==> config.mk <==
export PLATFORM = sky130hd
export DESIGN_NAME = multi_alarm_watch
export DESIGN_NICKNAME = d
export VERILOG_FILES = /design/src/rtl/multi_alarm_watch_pkg.sv /design/src/rtl/multi_alarm_watch_slot.sv /design/src/rtl/multi_alarm_watch.sv
export SDC_FILE = /design/constraint.sdc
export NUM_CORES = 1
export LEC_CHECK = 0
export ABC_AREA = 0
export CAP_MARGIN = 20
export CORE_MARGIN = 2
export CORE_UTILIZATION = 28
export CTS_BUF_LIST = sky130_fd_sc_hd__clkbuf_4
export CTS_CLUSTER_SIZE = 40
export DETAILED_ROUTE_END_ITERATION = 7
export DONT_BUFFER_PORTS = 1
export GPL_TIMING_DRIVEN = 1
export SLEW_MARGIN = 30
export SYNTH_ARGS = -nofsm -noshare
export SYNTH_HDL_FRONTEND = slang
export SYNTH_HIERARCHICAL = 1
export SYNTH_SLANG_ARGS = --single-unit
==> constraint.sdc <==
create_clock -name clk -period 4.5 [get_ports clk]
set_input_delay 0.225 -clock clk [delete_from_list [all_inputs] [get_ports clk]]
set_output_delay 0.225 -clock clk [all_outputs]
set_load 0.01 [all_outputs]
==> src/rtl/multi_alarm_watch_pkg.sv <==
// Shared definitions for the multi-channel alarm unit: field selectors, cursor
// encodings, FSM states, BCD limits and a BCD increment helper.
// Optional snooze feature is enabled by defining ALARM_SNOOZE_EN.
package multi_alarm_watch_pkg;

  // Field selectors for the edit cursor
  localparam logic [1:0] FLD_HOUR = 2'd1;
  localparam logic [1:0] FLD_MIN  = 2'd2;

  // Cursor encodings presented on cursor_pos
  localparam logic [1:0] CUS_HOUR = 2'b10;
  localparam logic [1:0] CUS_MIN  = 2'b01;
  localparam logic [1:0] CUS_NONE = 2'b00;

  // BCD limits, packed {tens, ones}
  localparam logic [7:0] HOUR_MAX = 8'h23;
  localparam logic [7:0] MIN_MAX  = 8'h59;

`ifdef ALARM_SNOOZE_EN
  typedef enum logic [1:0] {
    StIdle   = 2'd0,
    StRing   = 2'd1,
    StSnooze = 2'd2
  } state_e;
`else
  typedef enum logic [1:0] {
    StIdle = 2'd0,
    StRing = 2'd1
  } state_e;
`endif

  // Increment a packed {tens, ones} BCD field, wrapping to 00 after max
  function automatic logic [7:0] bcd_inc(input logic [7:0] v, input logic [7:0] max);
    if (v == max) begin
      return 8'h00;
    end else if (v[3:0] == 4'd9) begin
      return {v[7:4] + 4'd1, 4'd0};
    end else begin
      return {v[7:4], v[3:0] + 4'd1};
    end
  endfunction

endpackage

==> src/rtl/multi_alarm_watch_slot.sv <==
// One alarm channel: BCD HH:MM storage, enable bit and rising-edge match detect.
// A hit fires only on the cycle the slot starts matching the running time, so
// enabling an already-matching slot stays quiet while editing onto it rings.
module alarm_slot
  import multi_alarm_watch_pkg::*;
(
  input  logic        clk,
  input  logic        reset,
  input  logic        i_inc_hour,
  input  logic        i_inc_min,
  input  logic        i_toggle,
  input  logic [15:0] i_time_now,
  output logic [15:0] o_value,
  output logic        o_on,
  output logic        o_hit
);

  logic [7:0] r_hour;  // {tens, ones}
  logic [7:0] r_min;   // {tens, ones}
  logic       r_on;
  logic       r_cmp_q;
  logic       w_cmp;

  // Repack into {min1, min10, hour1, hour10} to line up with time_now
  assign o_value = {r_min[3:0], r_min[7:4], r_hour[3:0], r_hour[7:4]};
  assign w_cmp   = (o_value == i_time_now);
  assign o_on    = r_on;
  assign o_hit   = r_on & w_cmp & ~r_cmp_q;

  // Slot storage, enable and registered raw compare
  always_ff @(posedge clk) begin
    if (reset) begin
      r_hour  <= 8'h00;
      r_min   <= 8'h00;
      r_on    <= 1'b0;
      r_cmp_q <= 1'b0;
    end else begin
      r_cmp_q <= w_cmp;
      if (i_inc_hour) r_hour <= bcd_inc(r_hour, HOUR_MAX);
      if (i_inc_min)  r_min  <= bcd_inc(r_min, MIN_MAX);
      if (i_toggle)   r_on   <= ~r_on;
    end
  end

endmodule

==> src/rtl/multi_alarm_watch.sv <==
// N-channel alarm unit top: channel select, edit cursor, ringing FSM with
// auto-timeout, and output muxes for the display and buzzer.
// Define ALARM_SNOOZE_EN to build the SNOOZE state and its counter.
module multi_alarm_watch
  import multi_alarm_watch_pkg::*;
#(
  parameter int unsigned NUM_ALARMS = 4,
  localparam int unsigned CH_W = (NUM_ALARMS > 1) ? $clog2(NUM_ALARMS) : 1,
  parameter int unsigned RING_SEC = 60
`ifdef ALARM_SNOOZE_EN
  ,
  parameter int unsigned SNOOZE_MIN = 5
`endif
) (
  input  logic                  clk,
  input  logic                  reset,
  input  logic [3:0]            btn,
  input  logic [15:0]           time_now,
  input  logic                  sec_tick,
  output logic [15:0]           value,
  output logic [1:0]            cursor_pos,
  output logic [CH_W-1:0]       sel_ch,
  output logic [NUM_ALARMS-1:0] alarm_on,
  output logic                  ringing,
  output logic [CH_W-1:0]       ring_ch
);

  localparam int unsigned RC_W = $clog2(RING_SEC + 1);
`ifdef ALARM_SNOOZE_EN
  localparam int unsigned SNZ_TICKS = SNOOZE_MIN * 60;
  localparam int unsigned SNZ_W     = $clog2(SNZ_TICKS + 1);
`endif

  state_e            r_state, w_state_d;
  logic [CH_W-1:0]   r_sel, w_sel_d;
  logic [1:0]        r_field, w_field_d;
  logic [CH_W-1:0]   r_ring_ch, w_ring_ch_d;
  logic [RC_W-1:0]   r_ring_cnt, w_ring_cnt_d;
`ifdef ALARM_SNOOZE_EN
  logic [SNZ_W-1:0]  r_snz_cnt, w_snz_cnt_d;
`endif

  logic                  w_toggle;
  logic                  w_inc_hour;
  logic                  w_inc_min;
  logic [NUM_ALARMS-1:0] w_hit;
  logic                  w_hit_any;
  logic [CH_W-1:0]       w_hit_ch;
  logic [15:0]           w_slot_val [NUM_ALARMS];

  for (genvar g = 0; g < NUM_ALARMS; g++) begin : g_slot
    logic w_sel_here;
    assign w_sel_here = (r_sel == CH_W'(g));

    alarm_slot u_slot (
      .clk        (clk),
      .reset      (reset),
      .i_inc_hour (w_inc_hour & w_sel_here),
      .i_inc_min  (w_inc_min & w_sel_here),
      .i_toggle   (w_toggle & w_sel_here),
      .i_time_now (time_now),
      .o_value    (w_slot_val[g]),
      .o_on       (alarm_on[g]),
      .o_hit      (w_hit[g])
    );
  end

  // Edit decode: only in IDLE, one action per cycle in fixed button priority
  always_comb begin
    w_toggle   = 1'b0;
    w_inc_hour = 1'b0;
    w_inc_min  = 1'b0;
    w_sel_d    = r_sel;
    w_field_d  = r_field;
    if (r_state == StIdle) begin
      if (btn[0]) begin
        w_toggle = 1'b1;
      end else if (btn[3]) begin
        w_sel_d = (r_sel == CH_W'(NUM_ALARMS - 1)) ? '0 : r_sel + 1'b1;
      end else if (btn[1]) begin
        w_field_d = (r_field == FLD_HOUR) ? FLD_MIN : FLD_HOUR;
      end else if (btn[2]) begin
        if (r_field == FLD_HOUR) w_inc_hour = 1'b1;
        else                     w_inc_min  = 1'b1;
      end
    end
  end

  // Lowest-index hit channel
  always_comb begin
    w_hit_any = |w_hit;
    w_hit_ch  = '0;
    for (int i = NUM_ALARMS - 1; i >= 0; i--) begin
      if (w_hit[i]) w_hit_ch = CH_W'(i);
    end
  end

  // Ringing FSM next state; buttons take precedence over sec_tick
  always_comb begin
    w_state_d    = r_state;
    w_ring_ch_d  = r_ring_ch;
    w_ring_cnt_d = r_ring_cnt;
`ifdef ALARM_SNOOZE_EN
    w_snz_cnt_d  = r_snz_cnt;
`endif
    case (r_state)
      StIdle: begin
        w_ring_cnt_d = '0;
        if (w_hit_any) begin
          w_state_d   = StRing;
          w_ring_ch_d = w_hit_ch;
        end
      end
      StRing: begin
        if (btn[0]) begin
          w_state_d    = StIdle;
          w_ring_cnt_d = '0;
`ifdef ALARM_SNOOZE_EN
        end else if (btn[2]) begin
          w_state_d    = StSnooze;
          w_ring_cnt_d = '0;
          w_snz_cnt_d  = '0;
`endif
        end else if (sec_tick) begin
          if (r_ring_cnt == RC_W'(RING_SEC - 1)) begin
            w_state_d    = StIdle;
            w_ring_cnt_d = '0;
          end else begin
            w_ring_cnt_d = r_ring_cnt + 1'b1;
          end
        end
      end
`ifdef ALARM_SNOOZE_EN
      StSnooze: begin
        if (btn[0]) begin
          w_state_d   = StIdle;
          w_snz_cnt_d = '0;
        end else if (w_hit_any) begin
          // A fresh alarm supersedes the pending snooze
          w_state_d    = StRing;
          w_ring_ch_d  = w_hit_ch;
          w_ring_cnt_d = '0;
          w_snz_cnt_d  = '0;
        end else if (sec_tick) begin
          if (r_snz_cnt == SNZ_W'(SNZ_TICKS - 1)) begin
            w_state_d    = StRing;
            w_ring_cnt_d = '0;
            w_snz_cnt_d  = '0;
          end else begin
            w_snz_cnt_d = r_snz_cnt + 1'b1;
          end
        end
      end
`endif
      default: begin
        w_state_d = StIdle;
      end
    endcase
  end

  // State, selection, cursor and counter registers
  always_ff @(posedge clk) begin
    if (reset) begin
      r_state    <= StIdle;
      r_sel      <= '0;
      r_field    <= FLD_HOUR;
      r_ring_ch  <= '0;
      r_ring_cnt <= '0;
`ifdef ALARM_SNOOZE_EN
      r_snz_cnt  <= '0;
`endif
    end else begin
      r_state    <= w_state_d;
      r_sel      <= w_sel_d;
      r_field    <= w_field_d;
      r_ring_ch  <= w_ring_ch_d;
      r_ring_cnt <= w_ring_cnt_d;
`ifdef ALARM_SNOOZE_EN
      r_snz_cnt  <= w_snz_cnt_d;
`endif
    end
  end

  // Output muxes; cursor hidden whenever the FSM is not idle
  always_comb begin
    value      = w_slot_val[r_sel];
    sel_ch     = r_sel;
    ring_ch    = r_ring_ch;
    ringing    = (r_state == StRing);
    cursor_pos = CUS_NONE;
    if (r_state == StIdle) begin
      cursor_pos = (r_field == FLD_MIN) ? CUS_MIN : CUS_HOUR;
    end
  end

endmodule

Word level (Yosys, flattened, before mapping)
Index checks and enable logic that the tools add are counted.

Register bits: 86. Bits of input ports: 23. Output and inout bits: 27. Logic and storage cells: 184.

Add/sub/neg operators: 18. $lt $le $gt $ge: 1. Equal/unequal tests: 30. Mux-type cells: 50. Bitwise gates (word level): 31. Reduce and logical (&&, ||, !) cells: 25.

Operators by type and width (count): $mux W8 (16); $add A4 B1 Y4 const B (16); $eq A16 B16 Y1 (4); $bmux W16 S2 (1); $eq A4 B4 Y1 const B (8); $eq A8 B6 Y1 const B (4); $eq A8 B7 Y1 const B (4); $mux W16 (2); $mux W2 (12); $and A1 B1 Y1 (20); $reduce_and A2 Y1 (10); $mux W6 (3); $reduce_bool A2 Y1 (9); $mux W1 (14); $pmux W6 S2 (1); $not A1 Y1 (10); $add A6 B1 Y6 const B (1); $eq A2 B1 Y1 const B (3); $eq A2 B2 Y1 const B (3); $eq A6 B6 Y1 const B (1); $reduce_and A3 Y1 (2); $logic_not A2 Y1 (2); $pmux W2 S2 (1); $reduce_and A4 Y1 (1); other kinds (7) (7).

Depth between registers and ports, before layout
Gate-level depths: netlist of the first run.

Depth in word-level cells: 9. Gate-level depth with buffers: 10. Gate-level depth less buffers: 7.

Cells and area by module
The synthesis of the first run kept the hierarchy.

By module, submodules not included: alarm_slot (times used 4, cells each 112, area each 1032.2 µm², sequential area each 360.3 µm²); multi_alarm_watch (times used 1, cells each 117, area each 1219.9 µm², sequential area each 260.2 µm²).

Worst setup path after synthesis of the first run
Ideal clock, no wire load.

Kind: register -> register. From: register r_sel[1] (netlist: sel_ch[1]). To: register g_slot[1].u_slot.r_min[7]. Setup time: 71 ps. Arrival time: 1938 ps. Slack: 2491 ps. Cell stages (with the launch flop): 9. Cells stage by stage: dfxtp_1 buf_2 buf_2 inv_1 ha_1 and2_1 nand4b_4 or4_1 a21oi_1.

Longest elaborated chain between the ends: 3.

Ends and longest elaborated chain: start: declaration (line multi_alarm_watch.sv:35) `logic [CH_W-1:0] r_sel, w_sel_d;`; start signal: assignment (line multi_alarm_watch.sv:174) `r_sel <= w_sel_d;`; $eq A2 B1 Y1 (line multi_alarm_watch.sv:53) `assign w_sel_here = (r_sel == CH_W'(g));`; $and A1 B1 Y1 (line multi_alarm_watch.sv:59) `.i_inc_min (w_inc_min & w_sel_here),`; $reduce_and A2 Y1 (no source line); end signal: assignment (line multi_alarm_watch_slot.sv:40) `if (i_inc_min) r_min <= bcd_inc(r_min, MIN_MAX);`; end: declaration (line multi_alarm_watch_slot.sv:19) `logic [7:0] r_min;`.

Every way passes these cells. A chain may end at the register's enable or synchronous reset.

Final worst setup path of the first run
From: register r_state[0]. To: register g_slot[1].u_slot.r_min[7].

Longest elaborated chain between the ends: 4.

Ends and longest elaborated chain: start: declaration (line multi_alarm_watch.sv:34) `state_e r_state, w_state_d;`; start signal: assignment (line multi_alarm_watch.sv:164) `r_state <= StIdle;`; start signal: assignment (line multi_alarm_watch.sv:173) `r_state <= w_state_d;`; $logic_not A2 Y1 (line multi_alarm_watch.sv:75) `if (r_state == StIdle) begin`; $mux W1 (line multi_alarm_watch.sv:75); $and A1 B1 Y1 (line multi_alarm_watch.sv:59); $reduce_and A2 Y1 (no source line).

Every way passes these cells.

==> results of run 1 <==
[report_power, final]
part	internal (mW)	switching (mW)
clock network	0.138	0.340
logic	0.0398	0.0454
registers	0.758	0.00914
total	0.937	0.395
[cell usage in the layout, fill, tap and decap left out, types with 5 or more instances in the layout]
cell / count
nand3b_1: 5
nand2b_1: 12
nor2b_1: 6
nor2_1: 53
nor4_1: 20
and2_1: 12
xor2_1: 88
nand2_1: 19
nor3_1: 17
a21oi_1: 22
mux2i_1: 10
clkbuf_4: 9
nand4_1: 16
nor3b_1: 6
inv_1: 22
nand3_1: 11
dfxtp_1: 84
ha_1: 37
xnor2_1: 12
or3_1: 10
o21ai_0: 15
mux4_2: 16
and4b_1: 5
[cells by family after synthesis]
family | after synthesis
AOI/OAI and AO/OA | 59
DFF | 85
muxes | 26
buffers and inverters | 40
xor gates and xnor gates | 100
adders and majority gates | 37
and+or+nand+nor | 218
[routing by layer]
layer / wire (um) / vias up
met5: 0 / -
met4: 377 / 0
met3: 1138 / 19
met2: 6093 / 72
met1: 5540 / 1937
li1: - / 2009
[tightest hold or removal path: stages]
cell and delay [ps]:
nor4b_4 120, mux2i_1 110, nor2_1 70
[area by class of cell]
| cell class | count | area [um2] |
|---|---|---|
| fill | 1923 | 12920 |
| clock inverter | 7 | 88.84 |
| clock buffer | 9 | 67.56 |
| inverter | 22 | 82.58 |
| tap | 234 | 292.8 |
| timing repair buffer | 5 | 65.06 |
| multi-input combinational | 440 | 3482 |
| sequential | 85 | 1703 |
[repair_timing]
action / in CTS / in global routing
buffers inserted: 0 / 0
hold buffers: 4 / 0
setup endpoints to repair: 0 / 0
hold endpoints to repair: 85 / 0
[per-stage QoR]
step | utilization, % | power, mW | hold WS, ps | cell area (um2)
2_1_floorplan | - | 0.8456 | 302.4 | 5349
3_3_place_gp | 29.76 | 0.8512 | 314.6 | 5567
3_5_place_dp | 29.76 | 0.8530 | 316.2 | 5567
4_1_cts | 30.90 | 1.354 | 12.15 | 5781
5_1_grt | 30.91 | 1.396 | 33.18 | 5782
6_report | 30.91 | 1.332 | 45.55 | 5782
[sequential cells by signal, summed over array words and instances (netlist names)]
| signal | count |
|---|---|
| g_slot.u_slot/r_hour | 32 |
| r_field | 2 |
| g_slot.u_slot/o_on | 4 |
| r_state | 1 |
| sel_ch | 2 |
| r_ring_cnt | 6 |
| ring_ch | 2 |
| g_slot.u_slot/r_min | 32 |
| g_slot.u_slot/r_cmp_q | 4 |
[worst min path at each step]
stage                                            end  slack [ps]  cells after the start   start
after global routing                      r_field[1]          30                      3  btn[1]
after global placement     g_slot[1].u_slot/r_min[6]         310                      1   reset
after detailed placement   g_slot[1].u_slot/r_min[7]         320                      1   reset
after CTS                                 r_field[1]          10                      3  btn[1]
final                                     r_field[1]          50                      3  btn[1]
after floorplan           g_slot[2].u_slot/r_hour[0]         300                      1   reset
==> impl_metrics.yaml, run 1 <==
run_status:
  status: "finished clean"
timing:
  fmax_ghz: 0.4252
  post-route-period-util_pct: 52.27
  period_needed_ps: 2352
  rsz0062_at_grt: "false"
  final_max_slew_viol_count: 0
  finalSetupTns_ps: 0
  finalHoldViolCount: 0
  slew_headroom_pct: 57.15
  tightest_slew_ps: 641.9
  setup_violations: 0
  finClkSkew_ps: 35.74
  setup_slack_ps: 2148
synthesis:
  synth.cell_area_mm2: 0.005349
  synth_cell_types: 45
  synth_top_family_by_area: "simple AND/OR/NAND/NOR gates"
  synth.top_cell.area_share_pct: 31.81
  synthesis.nets: 625
  yosys_register_bits: 85
  avgSynthCellArea_um2: 9.467
  yosys_warnings: 6
  yosys-top-cells-count: "xor2_1, dfxtp_1, nor2_1"
  synthMuxAreaShare_pct: 8.608
  netlist_instances: 565
  async_reset_ff_share_pct: 0
  ys.flop_type: "dfxtp_1"
  synthXorXnorAreaFrac_pct: 16.37
  yosysTopAreaCell: "dfxtp_1"
  synth-adder-area-share_pct: 8.655
  synth_simple_gate_area_share_pct: 24.68
  synth_compound_area_share_pct: 6.784
  synth_edf_count: 0
  yosysMostFrequentCell: "xor2_1"
  synth_area_leaders: "dfxtp_1, xor2_1, ha_1, mux4_2, nor2_1"
  ys_seq_area_share_pct: 31.81
place:
  place_congestion: 0.8211
  io_buffers: 0
  numPlacedInstances: 782
  dp_hpwl_um: 9914
  dp_slack_ps: 1921
cells_and_area:
  syn2layout_area_growth_pct: 8.094
  drive_gt1_share_pct: 8.627
  fin_nets: 623
  n_antenna_cell: 0
  layoutNonFillerInstCount: 802
worst_setup_path:
  slowest_stage: "dfxtp_1"
  required_ps: 4950
  cpPeakStageDelay_ps: 550
  worst_path_dominant_cell_family: "simple AND/OR/NAND/NOR gates"
  reg2reg_depth: 6
  critPathLaunchType: "flop"
  arrival_ps: 2810
  worstSetupEndpointType: "flop"
  worstSetupEndpoint: "g_slot[1].u_slot/r_min[7]"
  startpoint: "r_state[0]"
  crit_path_max_fanout: 16
  r2r_start: "r_state[0]"
  critPathKind: "reg2reg"
  crit_cells: 6
  crit_buf_inv: 0
  worstPathCellList: "nor3_1 -> and4bb_2 -> and2_1 -> nand4b_4 -> or4_1 -> a21oi_1"
  reg2reg_slack_ps: 2150
  r2r_end: "g_slot[1].u_slot/r_min[7]"
job:
  drv_cap: 0
power_and_ir_drop:
  ir_drop_v: 0.00009394
  leakage_nw: 2.293
  p_per_area_mw_per_mm2: 230.3
clocking:
  clk_pin_slew_ps: 190
  clk-insertion-delay-late_ps: 520
  cts_tree: "built"
  cts_buffers: 9
  cts_root_buffer: "clkbuf_4"
  cts_max_path_buffers: 2
  htreeDepth: 3
  cts_resized: 0
  cts.sinks: 85
drt:
  ant_nets: 0
  avgViaCountPerCell: 5.034
  vias: 4037
  dr.pass1.iters: 4
  drc: 0
  drtIter0Drc: 241
  drt-wirelength-per-cell_um: 16.40
  wl_um: 13150
die:
  die_h_um: 142.2
  start_util_pct: 28.60
  fp.dieW_um: 142.2
  ioPinCount: 50
  rows: 50
  fp.dieArea_mm2: 0.02023
  core_mm2: 0.01871
global_route:
  met2_usage_pct: 21.10
  top_usage_layer: "met2"
  antenna_found_initial: 0
  grt_max_degree: 78
  grtUsageMet3_pct: 4.273
  grt_first_pass_wirelength_um: 20650
  use_met1_pct: 16.43
  grt_pass1_vias: 3773
  grt_overflow: 0
  grt_usage_pct: 13.24
hold_path:
  hold_class: "in2reg"
(Power assumes the default switching activity.)
==> run 2: changes to the inputs <==
ABC_AREA = 1   (was 0)
clock period = 2 ns   (was 4.5 ns; I/O delays follow)
==> run 2 against run 1 <==
Clock power grew to 2.9 times the previous value. Worst setup slack lost 2000 ps. Die area grew 15%. Sequential power grew 130%. Critical path depth shrank 2. Routed wire length grew 35%. Register-to-register slack lost 2000 ps. Cell area grew 23%. Flip-flop and latch count is the same. Sequential share of layout area shrank 5.5 points. Synthesized cell count grew 83%. Area after synthesis grew 16%.
==> impl_metrics.yaml, run 2 <==
place:
  dp_slack_ps: 184.5
  io_buffers: 0
  numPlacedInstances: 1321
  dp_hpwl_um: 13360
  place_area_mm2: 0.006631
  place_congestion: 0.8794
global_route:
  grt_pass1_vias: 5871
  grt_max_degree: 33
  grt_usage_pct: 15.48
  grt_first_pass_wirelength_um: 29300
  antenna_found_initial: 1
  grt_overflow: 0
synthesis:
  avgSynthCellArea_um2: 5.989
  yosysMostFrequentCell: "nand2_1"
  synth_edf_count: 0
  yosysTopAreaCell: "dfxtp_1"
  async_reset_ff_share_pct: 0
  synthesis.nets: 1092
  yosys_warnings: 6
  ys.flop_type: "dfxtp_1"
  synth_cell_types: 34
  ys_seq_area_share_pct: 27.53
  yosys-top-cells-count: "nand2_1, nor2_1, inv_1"
  synth_area_leaders: "dfxtp_1, nand2_1, nor2_1, inv_1, ha_1"
  synth.top_cell.area_share_pct: 27.53
  netlist_instances: 1032
  synth.cell_area_mm2: 0.006181
  yosys_register_bits: 85
cells_and_area:
  regArea_mm2: 0.001702
  layout_commonest_cell: "nand2_1"
  syn2layout_area_growth_pct: 14.98
  multi_input_area_mm2: 0.003802
  drive_gt1_share_pct: 10.43
  fin_nets: 1129
  final_cell_mix: "nand2_1, nor2_1, inv_1"
  top_regs: "g_slot.u_slot/r_hour x32, g_slot.u_slot/r_min x32, r_ring_cnt x6"
  postLayoutCellArea_mm2: 0.007107
  layoutNonFillerInstCount: 1356
  fillCellCount: 2423
drt:
  dr.pass1.iters: 5
  drtIter0Drc: 413
  avgViaCountPerCell: 4.512
  wl_um: 17750
  drt-wirelength-per-cell_um: 13.09
  vias: 6118
  ant_nets: 0
  drc: 0
die:
  die_h_um: 152.6
  ioPinCount: 50
  core_mm2: 0.02176
  fp.dieW_um: 152.6
  rows: 54
  start_util_pct: 28.41
  fp.dieArea_mm2: 0.02328
clocking:
  cts_buffers: 9
  cts_tree: "built"
  cts_root_buffer: "clkbuf_4"
  cts.sinks: 85
  clk_pin_slew_ps: 150
  htreeDepth: 3
  clk-insertion-delay-late_ps: 490
  cts_max_path_buffers: 2
worst_setup_path:
  worstSetupEndpointType: "output port"
  arrival_ps: 1780
  critPathLaunchType: "flop"
  required_ps: 1900
  critPathKind: "reg2out"
  crit_path_max_fanout: 32
timing:
  tightest_slew_ps: 377.8
  finClkSkew_ps: 23.48
  finalSetupTns_ps: 0
  finalHoldViolCount: 0
  period_needed_ps: 1879
  setup_slack_ps: 121.3
  fmax_ghz: 0.5323
  slew_headroom_pct: 75.18
  post-route-period-util_pct: 93.94
  setup_violations: 0
  final_max_slew_viol_count: 0
power_and_ir_drop:
  totalPowerFinal_mw: 3.595
  leakage_nw: 3.344
  p_per_area_mw_per_mm2: 505.8
  ir_drop_v: 0.0002856
run_status:
  status: "finished clean"
hold_path:
  hold_class: "in2reg"
job:
  drv_cap: 0
[run 2: cell families after synthesis]
| group | share of synthesized area (%) |
|---|---|
| AO/OA/AOI/OAI | 11.17 |
| XOR/XNOR | 3.117 |
| adder cells (fa/ha/maj) | 7.490 |
| buffers and inverters | 12.31 |
| flip-flops | 27.53 |
| AND/OR/NAND/NOR | 38.38 |
[run 2: metal layers]
metal  GRT usage, %  up-vias  part of all wire, %
li1               -     3243                    -
met1          19.96     2759                   48
met2          25.15       98                   45
met3          4.551       18                  5.6
met4          4.409        0                  1.2
met5              0        -                    0
[run 2: worst paths after layout]
check                            start                   endpoint  slack [ps]  depth (start not counted)
min reg2reg              r_ring_cnt[1]              r_ring_cnt[1]         510                          2
max reg2reg  g_slot[2].u_slot/r_min[0]   g_slot[2].u_slot/r_cmp_q         160                          9
min                             btn[2]  g_slot[2].u_slot/r_min[0]         120                          5
max                          sel_ch[0]                   value[1]         120                          4
[run 2: cell type report]
type,instances,share of cell area (%)
antenna,2,0.07042
timing repair buffer,39,5.053
multi-input combinational,752,53.50
clock inverter,7,1.937
tap,280,4.930
inverter,182,9.613
sequential,85,23.94
clock buffer,9,0.9507
[run 2: per-stage QoR]
stage / util [%] / hold slack (ps)
finish: 32.67 / 116.2
detailed placement: 30.48 / 176.1
floorplan: - / 169.1
global placement: 30.48 / 177.9
global route: 32.67 / 112.7
CTS: 32.23 / 80.24
[run 2: what timing repair did]
item	4_1_cts	5_1_grt
setup buffers	0	1
hold buffers	16	0
resized for setup	1	14
pin swaps	0	1
endpoints found under the setup margin	1	17
hold endpoints to repair	50	0
[run 2: worst max-delay path, stage by stage (launching register included)]
cell     delay [ps]
dfxtp_1         480
inv_2           110
buf_6           200
o21ai_0         320
o22ai_2         170
[run 2: power by group]
| part | total (mW) | internal [mW] | switching (mW) |
|---|---|---|---|
| clock | 1.41 | 0.753 | 0.655 |
| combinational | 0.457 | 0.162 | 0.295 |
| sequential | 1.73 | 1.71 | 0.0219 |
| total | 3.59 | 2.62 | 0.972 |
